File: src/rtl/sys_defs_pkg.sv
// Shared processor/memory definitions: bus commands, access sizes and the
// store-writer state encoding.
package sys_defs;

  localparam int XLEN = 32;

  typedef enum logic [1:0] {
    BUS_NONE  = 2'd0,
    BUS_LOAD  = 2'd1,
    BUS_STORE = 2'd2
  } bus_command_t;

  typedef enum logic [1:0] {
    BYTE   = 2'd0,
    HALF   = 2'd1,
    WORD   = 2'd2,
    DOUBLE = 2'd3
  } mem_size_t;

  typedef enum logic [1:0] {
    IDLE  = 2'd0,
    ISSUE = 2'd1,
    DONE  = 2'd2
  } sw_state_t;

endpackage

File: src/rtl/store_lane_align.sv
// Places right-justified store data into its byte lane of the memory bus and
// flags accesses that cross their natural alignment.
module store_lane_align
  import sys_defs::*;
#(
  parameter int XLEN   = 32,
  parameter int MEM_DW = 64
) (
  input  logic [1:0]        size,
  input  logic [2:0]        lane,
  input  logic [XLEN-1:0]   data,
  output logic              misalign,
  output logic [MEM_DW-1:0] lane_data
);

  logic [MEM_DW-1:0] masked;

  always_comb begin
    masked   = '0;
    misalign = 1'b0;
    case (mem_size_t'(size))
      BYTE: masked = MEM_DW'(data[7:0]);
      HALF: begin
        masked   = MEM_DW'(data[15:0]);
        misalign = lane[0];
      end
      WORD: begin
        masked   = MEM_DW'(data);
        misalign = |lane[1:0];
      end
      default: begin
        masked   = MEM_DW'(data);
        misalign = |lane;
      end
    endcase
    lane_data = masked << {lane, 3'b000};
  end

endmodule

File: src/rtl/sq_store_writer.sv
// Retire-write responder: issues the store queue head as a BUS_STORE when the
// memory port is granted, retries on refusal and pulses storecomplete.
//
// state | meaning
// IDLE  | waiting for a retiring store; latches it when st_req is seen
// ISSUE | requesting the port; command driven on granted cycles until accepted
// DONE  | one-cycle storecomplete (with st_misalign for dropped stores)
module sq_store_writer
  import sys_defs::*;
#(
  parameter int XLEN      = 32,
  parameter int MEM_DW    = 64,
  parameter int RETRY_MAX = 255
) (
  input  logic              clock,
  input  logic              reset,
  input  logic              st_req,
  input  logic [XLEN-1:0]   st_addr,
  input  logic [XLEN-1:0]   st_data,
  input  logic [2:0]        st_memsize,
  input  logic              mem_grant,
  input  logic [3:0]        mem2proc_response,
  output logic              storecomplete,
  output logic              mem_req,
  output logic [1:0]        proc2mem_command,
  output logic [XLEN-1:0]   proc2mem_addr,
  output logic [MEM_DW-1:0] proc2mem_data,
  output logic [1:0]        proc2mem_size,
  output logic              st_misalign,
  output logic              st_timeout,
  output logic              busy
);

  localparam int CW = $clog2(RETRY_MAX + 1);
  localparam logic [CW-1:0] RMAX    = CW'(RETRY_MAX);
  localparam logic [CW-1:0] RMAX_M1 = CW'(RETRY_MAX - 1);

  sw_state_t         state;
  logic [XLEN-4:0]   line_q;
  logic [MEM_DW-1:0] data_q;
  logic [1:0]        size_q;
  logic              misalign_q;
  logic [CW-1:0]     retry_cnt;

  logic              misalign_in;
  logic [MEM_DW-1:0] lane_data_in;
  logic              unused_memsize_sign;

  // Unsigned-load bit has no meaning for a store.
  assign unused_memsize_sign = st_memsize[2];

  store_lane_align #(
    .XLEN   (XLEN),
    .MEM_DW (MEM_DW)
  ) u_align (
    .size      (st_memsize[1:0]),
    .lane      (st_addr[2:0]),
    .data      (st_data),
    .misalign  (misalign_in),
    .lane_data (lane_data_in)
  );

  always_ff @(posedge clock) begin
    if (reset) begin
      state      <= IDLE;
      line_q     <= '0;
      data_q     <= '0;
      size_q     <= '0;
      misalign_q <= 1'b0;
      retry_cnt  <= '0;
      st_timeout <= 1'b0;
    end else begin
      case (state)
        IDLE: begin
          if (st_req) begin
            line_q     <= st_addr[XLEN-1:3];
            data_q     <= lane_data_in;
            size_q     <= st_memsize[1:0];
            misalign_q <= misalign_in;
            state      <= misalign_in ? DONE : ISSUE;
          end
        end
        ISSUE: begin
          if (mem_grant) begin
            if (mem2proc_response != 4'd0) begin
              state <= DONE;
            end else begin
              if (retry_cnt != RMAX) retry_cnt <= retry_cnt + CW'(1);
              if (retry_cnt >= RMAX_M1) st_timeout <= 1'b1;
            end
          end
        end
        DONE: begin
          retry_cnt  <= '0;
          misalign_q <= 1'b0;
          state      <= IDLE;
        end
        default: state <= IDLE;
      endcase
    end
  end

  assign busy             = (state != IDLE);
  assign mem_req          = (state == ISSUE);
  assign storecomplete    = (state == DONE);
  assign st_misalign      = (state == DONE) && misalign_q;
  // Command follows the grant of the current cycle; payload comes from the latch.
  assign proc2mem_command = (state == ISSUE && mem_grant) ? BUS_STORE : BUS_NONE;
  assign proc2mem_addr    = {line_q, 3'b000};
  assign proc2mem_data    = data_q;
  assign proc2mem_size    = size_q;

endmodule

File: config.mk
export PLATFORM = sky130hd
export DESIGN_NAME = sq_store_writer
export DESIGN_NICKNAME = d
export VERILOG_FILES = /design/src/rtl/sys_defs_pkg.sv /design/src/rtl/store_lane_align.sv /design/src/rtl/sq_store_writer.sv
export SDC_FILE = /design/constraint.sdc
export NUM_CORES = 1
export LEC_CHECK = 0
export BUFFER_PORTS_ARGS = -buffer_cell sky130_fd_sc_hd__buf_2
export CAP_MARGIN = 20
export CELL_PAD_IN_SITES_DETAIL_PLACEMENT = 1
export CELL_PAD_IN_SITES_GLOBAL_PLACEMENT = 1
export CORE_ASPECT_RATIO = 0.75
export CORE_UTILIZATION = 38
export DETAILED_ROUTE_END_ITERATION = 7
export PLACE_DENSITY = 0.89
export RECOVER_POWER = 25
export SYNTH_ARGS = -nofsm -noshare
export SYNTH_HDL_FRONTEND = slang
export SYNTH_HIERARCHICAL = 1
export SYNTH_SLANG_ARGS = --single-unit
File: constraint.sdc
create_clock -name clock -period 4.8 [get_ports clock]
set_clock_uncertainty 0.1 [all_clocks]
set_input_delay 0.72 -clock clock [delete_from_list [all_inputs] [get_ports clock]]
set_output_delay 0.72 -clock clock [all_outputs]
set_load 0.02 [all_outputs]
==> results of run 1 <==
==> critical path, cell delays in order <==
cell and delay (ps):
sky130_fd_sc_hd__buf_2 360, sky130_fd_sc_hd__inv_1 490, sky130_fd_sc_hd__nor2_1 630, sky130_fd_sc_hd__a32oi_1 120, sky130_fd_sc_hd__o21ai_0 410, sky130_fd_sc_hd__nand2_1 100, sky130_fd_sc_hd__a21oi_1 150
==> state kept, by name (all words and copies together), names as in the netlist <==
name and cells:
line_q 29, proc2mem_size 2, retry_cnt 8, st_timeout 1
misalign_q 1, proc2mem_data 64, state 2
==> kinds of logic after synthesis <==
group	count (synthesis)
AOI/OAI and AO/OA	173
other	1
and+or+nand+nor	305
DFF	107
xor gates and xnor gates	3
muxes	24
adders and majority gates	2
buffers and inverters	60
==> power groups by stage <==
stage	clock, mW	sequential, mW	combinational (mW)
after floorplan	0	1.01	0.194
after global placement	0	0.964	0.361
after detailed placement	0	0.966	0.367
after CTS	0.765	0.945	0.369
after global routing	0.791	0.950	0.397
final	0.743	0.946	0.365
==> synthesized netlist by cell type (8+ instances only) <==
library cell / instances / share of area
sky130_fd_sc_hd__clkbuf_1: 33 / 0.024
sky130_fd_sc_hd__nand2_1: 211 / 0.15
sky130_fd_sc_hd__dfxtp_1: 107 / 0.42
sky130_fd_sc_hd__a22oi_1: 19 / 0.028
sky130_fd_sc_hd__nor2b_1: 12 / 0.015
sky130_fd_sc_hd__o21ai_0: 9 / 0.0088
sky130_fd_sc_hd__a21oi_1: 101 / 0.099
sky130_fd_sc_hd__o21ai_1: 10 / 0.0098
sky130_fd_sc_hd__o22ai_1: 8 / 0.0098
sky130_fd_sc_hd__buf_4: 8 / 0.012
sky130_fd_sc_hd__a32oi_1: 8 / 0.014
sky130_fd_sc_hd__and2_1: 21 / 0.026
sky130_fd_sc_hd__nor2_1: 35 / 0.026
==> routing by layer <==
metal,wire [um],vias to the layer above,part of all wire
met5,0,-,0
met4,200,0,0.012
met3,1138,19,0.068
met2,7195,199,0.43
met1,8273,2477,0.49
li1,-,2538,-
==> how the worst min path moves through the flow <==
stage                     slack, ps                              to                           start
after global placement          340   proc2mem_size[0]$_SDFFE_PP0P_   proc2mem_size[0]$_SDFFE_PP0P_
after global routing            370  proc2mem_data[37]$_SDFFE_PP0P_  proc2mem_data[37]$_SDFFE_PP0P_
after detailed placement        340         line_q[22]$_SDFFE_PP0P_         line_q[22]$_SDFFE_PP0P_
final                           350  proc2mem_data[57]$_SDFFE_PP0P_  proc2mem_data[57]$_SDFFE_PP0P_
after floorplan                 350       retry_cnt[7]$_SDFFE_PP0P_       retry_cnt[7]$_SDFFE_PP0P_
after CTS                       350  proc2mem_data[61]$_SDFFE_PP0P_  proc2mem_data[61]$_SDFFE_PP0P_
==> layout by cell type (no fill, tap or decap), types with 7 or more instances in the layout <==
| cell | n |
|---|---|
| sky130_fd_sc_hd__nand2_1 | 210 |
| sky130_fd_sc_hd__buf_2 | 122 |
| sky130_fd_sc_hd__dfxtp_1 | 107 |
| sky130_fd_sc_hd__a21oi_1 | 101 |
| sky130_fd_sc_hd__clkbuf_1 | 53 |
| sky130_fd_sc_hd__nor2_1 | 35 |
| sky130_fd_sc_hd__and2_1 | 21 |
| sky130_fd_sc_hd__a22oi_1 | 19 |
| sky130_fd_sc_hd__nor2b_1 | 12 |
| sky130_fd_sc_hd__o21ai_1 | 10 |
| sky130_fd_sc_hd__o21ai_0 | 9 |
| sky130_fd_sc_hd__clkbuf_16 | 9 |
| sky130_fd_sc_hd__a32oi_1 | 8 |
| sky130_fd_sc_hd__o22ai_1 | 8 |
| sky130_fd_sc_hd__mux2i_1 | 7 |
| sky130_fd_sc_hd__mux2_2 | 7 |
==> stage by stage <==
step	setup slack, ps	std cells	util
global route	1841	984	0.4741
floorplan	2745	678	-
finish	1954	984	0.4741
global placement	1832	969	0.4575
CTS	2179	984	0.4792
detailed placement	1818	969	0.4575
==> layout make-up <==
| class | count | area (um2) |
|---|---|---|
| Clock buffer | 11 | 232.7 |
| Clock inverter | 4 | 51.30 |
| Fill cell | 1698 | 6869 |
| Inverter | 5 | 18.77 |
| Multi-Input combinational cell | 511 | 2720 |
| Sequential cell | 107 | 2142 |
| Tap cell | 171 | 214.0 |
| Timing Repair Buffer | 175 | 814.5 |
==> flow_summary.ini, run 1 <==
[run_status]
outcome = finished with violations
violations_in_the_final_reports = capacitance limit, slew limit

[clocking]
clock_latency_at_the_later_pin_of_the_worst_skew_pair_ps = 350
cts-htree-levels = 3
ctsHoldBuffers = 0
max-clock-path-buffers = 2
numClockSinks = 107
cts-resized-gates = 0
clockRootBuffer = sky130_fd_sc_hd__clkbuf_16
numCtsBuffers = 9
tritoncts = built
cts_setup_buffers = 0
cts.reportedPaths.clkPinSlew_ps = 70

[cells_and_area]
antenna_cells_inserted = 0
final_nets = 886
finish.instance_area_um2 = 6193
area_growth_syn_to_layout_pct = 21.12
layout-drive-gt1-share = 0.1956

[critical_path]
critical_path.reg2reg.startpoint = state[0]$_SDFFE_PP0P_
r2r_end = proc2mem_data[28]$_SDFFE_PP0P_
crit_path_start_kind = input port
cp-end-kind = flip-flop
worst_case_register_to_register_setup_slack_ps = 2810
critPathArrivalTime_ps = 3000
cp_max_fo = 25
worst_setup_path_startpoint = st_addr[2]
worst-setup-path-type = in -> reg
critPathRequiredTime_ps = 4950
critical_path.endpoint = proc2mem_data[38]$_SDFFE_PP0P_
worstRegToRegCells = 4

[placement]
port_buffers = 174
routabilityCongestion = 0.9241
place_hpwl_um = 11700
placement.cell_area_um2 = 5976

[routing]
viasPerCell = 5.318
wl_um = 16810
routedWlPerCell_um = 17.08
detail_route.iter0.violations = 285
via_count = 5233
dr.pass1.iters = 5
drc = 0
postRouteAntennaNets = 0

[sta]
transition_time_at_the_pin_with_the_least_slew_margin_ps = 2122
report.final.setup_viol = 0
min_period_over_period = 0.5930
timing_hold_violations_final = 0
tns_ps = 0
max_clock_freq_mhz = 351.3
post-route-min-period_ps = 2846
worst_hold_margin_ps = 352.6
count_of_pins_over_their_slew_limit = 102
timing.slew.headroom = -0.4148
grt_setup_unrepaired = false

[die]
die_width_um = 136.0
fp.dieH_um = 102.5
floorplan.initialDensity = 0.3915
num_io_pins = 180
std_cell_rows = 36
floorplan.die_area_um2 = 13930
coreArea_um2 = 13060

[synth]
synthCells = 675
synth_area_per_cell_um2 = 7.576
synthSimpleGateAreaFrac = 0.2621
synthXorXnorAreaFrac = 0.005138
share_of_synthesized_cell_area_in_full_adder_half_adder_and_majority_cells = 0.004894
synth_compound_gate_area_share = 0.1994
synth_top_family_by_area = simple AND/OR/NAND/NOR gates
synth-edff-count = 0
synthFlopType = sky130_fd_sc_hd__dfxtp_1
ys.warnings.count = 6
synthesis.area_um2 = 5114
synthMuxAreaShare = 0.05481
synth.ff_latch_count = 107
post_synthesis_sequential_area_ratio = 0.4189
synth.distinct_cells = 50
ys_async_sr_fraction = 0

[worst_hold_path]
worstHoldPathType = reg -> reg
holdPathStages = 2

[power_and_ir_drop]
max-vdd-ir-drop_v = 0.0002090
power.sequential.fraction = 0.460
design_power_total_mw = 2.055
power.clock.fraction = 0.362
static-leakage-power_nw = 2.470
powerDensity_nw_per_um2 = 331.7
power.combinational.fraction = 0.178
netSwitchingFraction = 0.2976
power.internal_mw = 1.443
total_switching_power_mw = 0.6115

[flow_run]
max_cap_violations = 1

[global_route]
grt_antenna_before_repair = 0
global_route.usage.met2 = 0.3552
global_route.usage.met1 = 0.3333
grt_pass1_wl_um = 25140
global_route.overflow_total = 0
grt.busiest_layer = met2
grt_util_met3 = 0.05456
pin_count_of_the_biggest_net_entering_global_routing = 102
number_of_global_route_vias_before_repair = 4696
gr-usage-all-layers = 0.2353
Power figures use the tool's default switching activity.
==> run 2: changes to the inputs <==
--- a/config.mk
+++ b/config.mk
@@ -10,9 +10,9 @@
 export CELL_PAD_IN_SITES_DETAIL_PLACEMENT = 1
 export CELL_PAD_IN_SITES_GLOBAL_PLACEMENT = 1
 export CORE_ASPECT_RATIO = 0.75
-export CORE_UTILIZATION = 38
+export CORE_UTILIZATION = 35
 export DETAILED_ROUTE_END_ITERATION = 7
-export PLACE_DENSITY = 0.89
+export PLACE_DENSITY = 0.84
 export RECOVER_POWER = 25
 export SYNTH_ARGS = -nofsm -noshare
 export SYNTH_HDL_FRONTEND = slang
==> constraint.sdc (replaced) <==
create_clock -name clock -period 2.82 [get_ports clock]
set_clock_uncertainty 0.1 [all_clocks]
set_input_delay 0.423 -clock clock [delete_from_list [all_inputs] [get_ports clock]]
set_output_delay 0.423 -clock clock [all_outputs]
set_load 0.02 [all_outputs]
==> run 2 against run 1 <==
The run now ends clean; hold slack lost 150 ps; total power is 77% higher; clock power grew 87%.
==> flow_summary.ini, run 2 (synthesis results as in run 1) <==
[critical_path]
critPathRequiredTime_ps = 3000
crit_path_start_kind = flip-flop
worstRegToRegCells = 5
worst-setup-path-type = reg -> reg
critical_path.reg2reg.startpoint = state[1]$_SDFFE_PP0P_
r2r_end = proc2mem_data[36]$_SDFFE_PP0P_
worst_case_register_to_register_setup_slack_ps = 750
cp_max_fo = 71
cp-end-kind = flip-flop
worst_setup_path_startpoint = state[1]$_SDFFE_PP0P_
critical_path.endpoint = proc2mem_data[36]$_SDFFE_PP0P_
critPathArrivalTime_ps = 2250

[power_and_ir_drop]
static-leakage-power_nw = 2.534
design_power_total_mw = 3.633
powerDensity_nw_per_um2 = 572.5
max-vdd-ir-drop_v = 0.0003001

[cells_and_area]
layout-drive-gt1-share = 0.2056
most-common-layout-cells = sky130_fd_sc_hd__nand2_1, sky130_fd_sc_hd__buf_2, sky130_fd_sc_hd__dfxtp_1
area_growth_syn_to_layout_pct = 24.10
filler_cell_count = 1849
largest_register_ffs = 64
antenna_cells_inserted = 0
final_common_cell = sky130_fd_sc_hd__nand2_1
final_nets = 895

[die]
coreArea_um2 = 13980
num_io_pins = 180
die_width_um = 141.6
fp.dieH_um = 106.7
std_cell_rows = 37
floorplan.initialDensity = 0.3658
floorplan.die_area_um2 = 15100

[sta]
max_clock_freq_mhz = 483.9
timing_hold_violations_final = 0
transition_time_at_the_pin_with_the_least_slew_margin_ps = 800.5
count_of_pins_over_their_slew_limit = 0
timing.slew.headroom = 0.4664
post-route-min-period_ps = 2066
report.final.setup_viol = 0
grt_setup_unrepaired = false
worst_hold_margin_ps = 202.0
tns_ps = 0
min_period_over_period = 0.7328

[clocking]
clock_latency_at_the_later_pin_of_the_worst_skew_pair_ps = 350
cts-htree-levels = 3
max-clock-path-buffers = 2
ctsHoldBuffers = 0
clockRootBuffer = sky130_fd_sc_hd__clkbuf_16
numClockSinks = 107
cts-resized-gates = 0
cts.reportedPaths.clkPinSlew_ps = 70
cts_setup_buffers = 0
tritoncts = built
numCtsBuffers = 9

[routing]
drc = 0
route.met3.wl_um = 1336
dr.pass1.iters = 6
viasPerCell = 5.203
wl_um = 16990
routedWlPerCell_um = 16.71
postRouteAntennaNets = 0
met2_wl_post_dr_um = 7326
met1_length_um = 8159
detail_route.iter0.violations = 344
via_count = 5291
top_layer_used = met4

[global_route]
grt_antenna_before_repair = 0
number_of_global_route_vias_before_repair = 4854
pin_count_of_the_biggest_net_entering_global_routing = 72
grt_pass1_wl_um = 25990
global_route.overflow_total = 0
gr-usage-all-layers = 0.2206

[flow_run]
max_cap_violations = 0

[placement]
port_buffers = 174
routabilityCongestion = 0.8820
place_hpwl_um = 12210

[worst_hold_path]
worstHoldPathType = in -> reg

[run_status]
outcome = finished clean
run 2: changes by cell type in the layout (fill, tap and decap cells not counted), sizes merged:
cell      previous run  this run
buf                123       132
bufinv               1         2
clkbuf              63        62
clkinv               1         0
clkinvlp             1         2
run 2: routing by layer:
metal	up-vias	track usage
met3	14	0.05315
met2	200	0.3431
met5	-	0
met1	2516	0.3036
li1	2561	-
met4	0	0.05991
run 2: layout make-up:
class / instances / area (um2) / area share
Clock buffer: 10 / 239.0 / 0.03766
Sequential cell: 107 / 2142 / 0.3375
Inverter: 5 / 18.77 / 0.002957
Tap cell: 195 / 244.0 / 0.03845
Multi-Input combinational cell: 511 / 2720 / 0.4286
Clock inverter: 5 / 86.33 / 0.01360
Timing Repair Buffer: 184 / 895.9 / 0.1412
run 2: metrics by stage:
stage | utilization | area, um2 | worst slack [ps] | cells
6_report | 0.4539 | 6346 | 753.6 | 1017
5_1_grt | 0.4539 | 6346 | 602.3 | 1017
4_1_cts | 0.4586 | 6411 | 726.6 | 1017
3_5_place_dp | 0.4353 | 6086 | 484.4 | 1002
3_3_place_gp | 0.4353 | 6086 | 502.9 | 1002
2_1_floorplan | - | 5125 | 1062 | 678
run 2: worst max-delay path, stage by stage (launching register included):
cell	delay (ps)
sky130_fd_sc_hd__dfxtp_1	470
sky130_fd_sc_hd__nor2_1	140
sky130_fd_sc_hd__nand2_4	590
sky130_fd_sc_hd__buf_4	400
sky130_fd_sc_hd__nand2_1	110
sky130_fd_sc_hd__a21oi_1	160
run 2: power by group:
part           switching, mW  internal, mW
sequential            0.0348          1.57
clock                  0.586         0.804
combinational          0.431         0.202
run 2: worst min path at each step:
stage / cells past startpoint / end / startpoint
6_report: 3 / line_q[5]$_SDFFE_PP0P_ / st_addr[8]
2_1_floorplan: 2 / retry_cnt[7]$_SDFFE_PP0P_ / retry_cnt[7]$_SDFFE_PP0P_
3_3_place_gp: 2 / line_q[3]$_SDFFE_PP0P_ / line_q[3]$_SDFFE_PP0P_
4_1_cts: 3 / line_q[19]$_SDFFE_PP0P_ / st_addr[22]
3_5_place_dp: 2 / line_q[3]$_SDFFE_PP0P_ / line_q[3]$_SDFFE_PP0P_
5_1_grt: 3 / line_q[19]$_SDFFE_PP0P_ / st_addr[22]
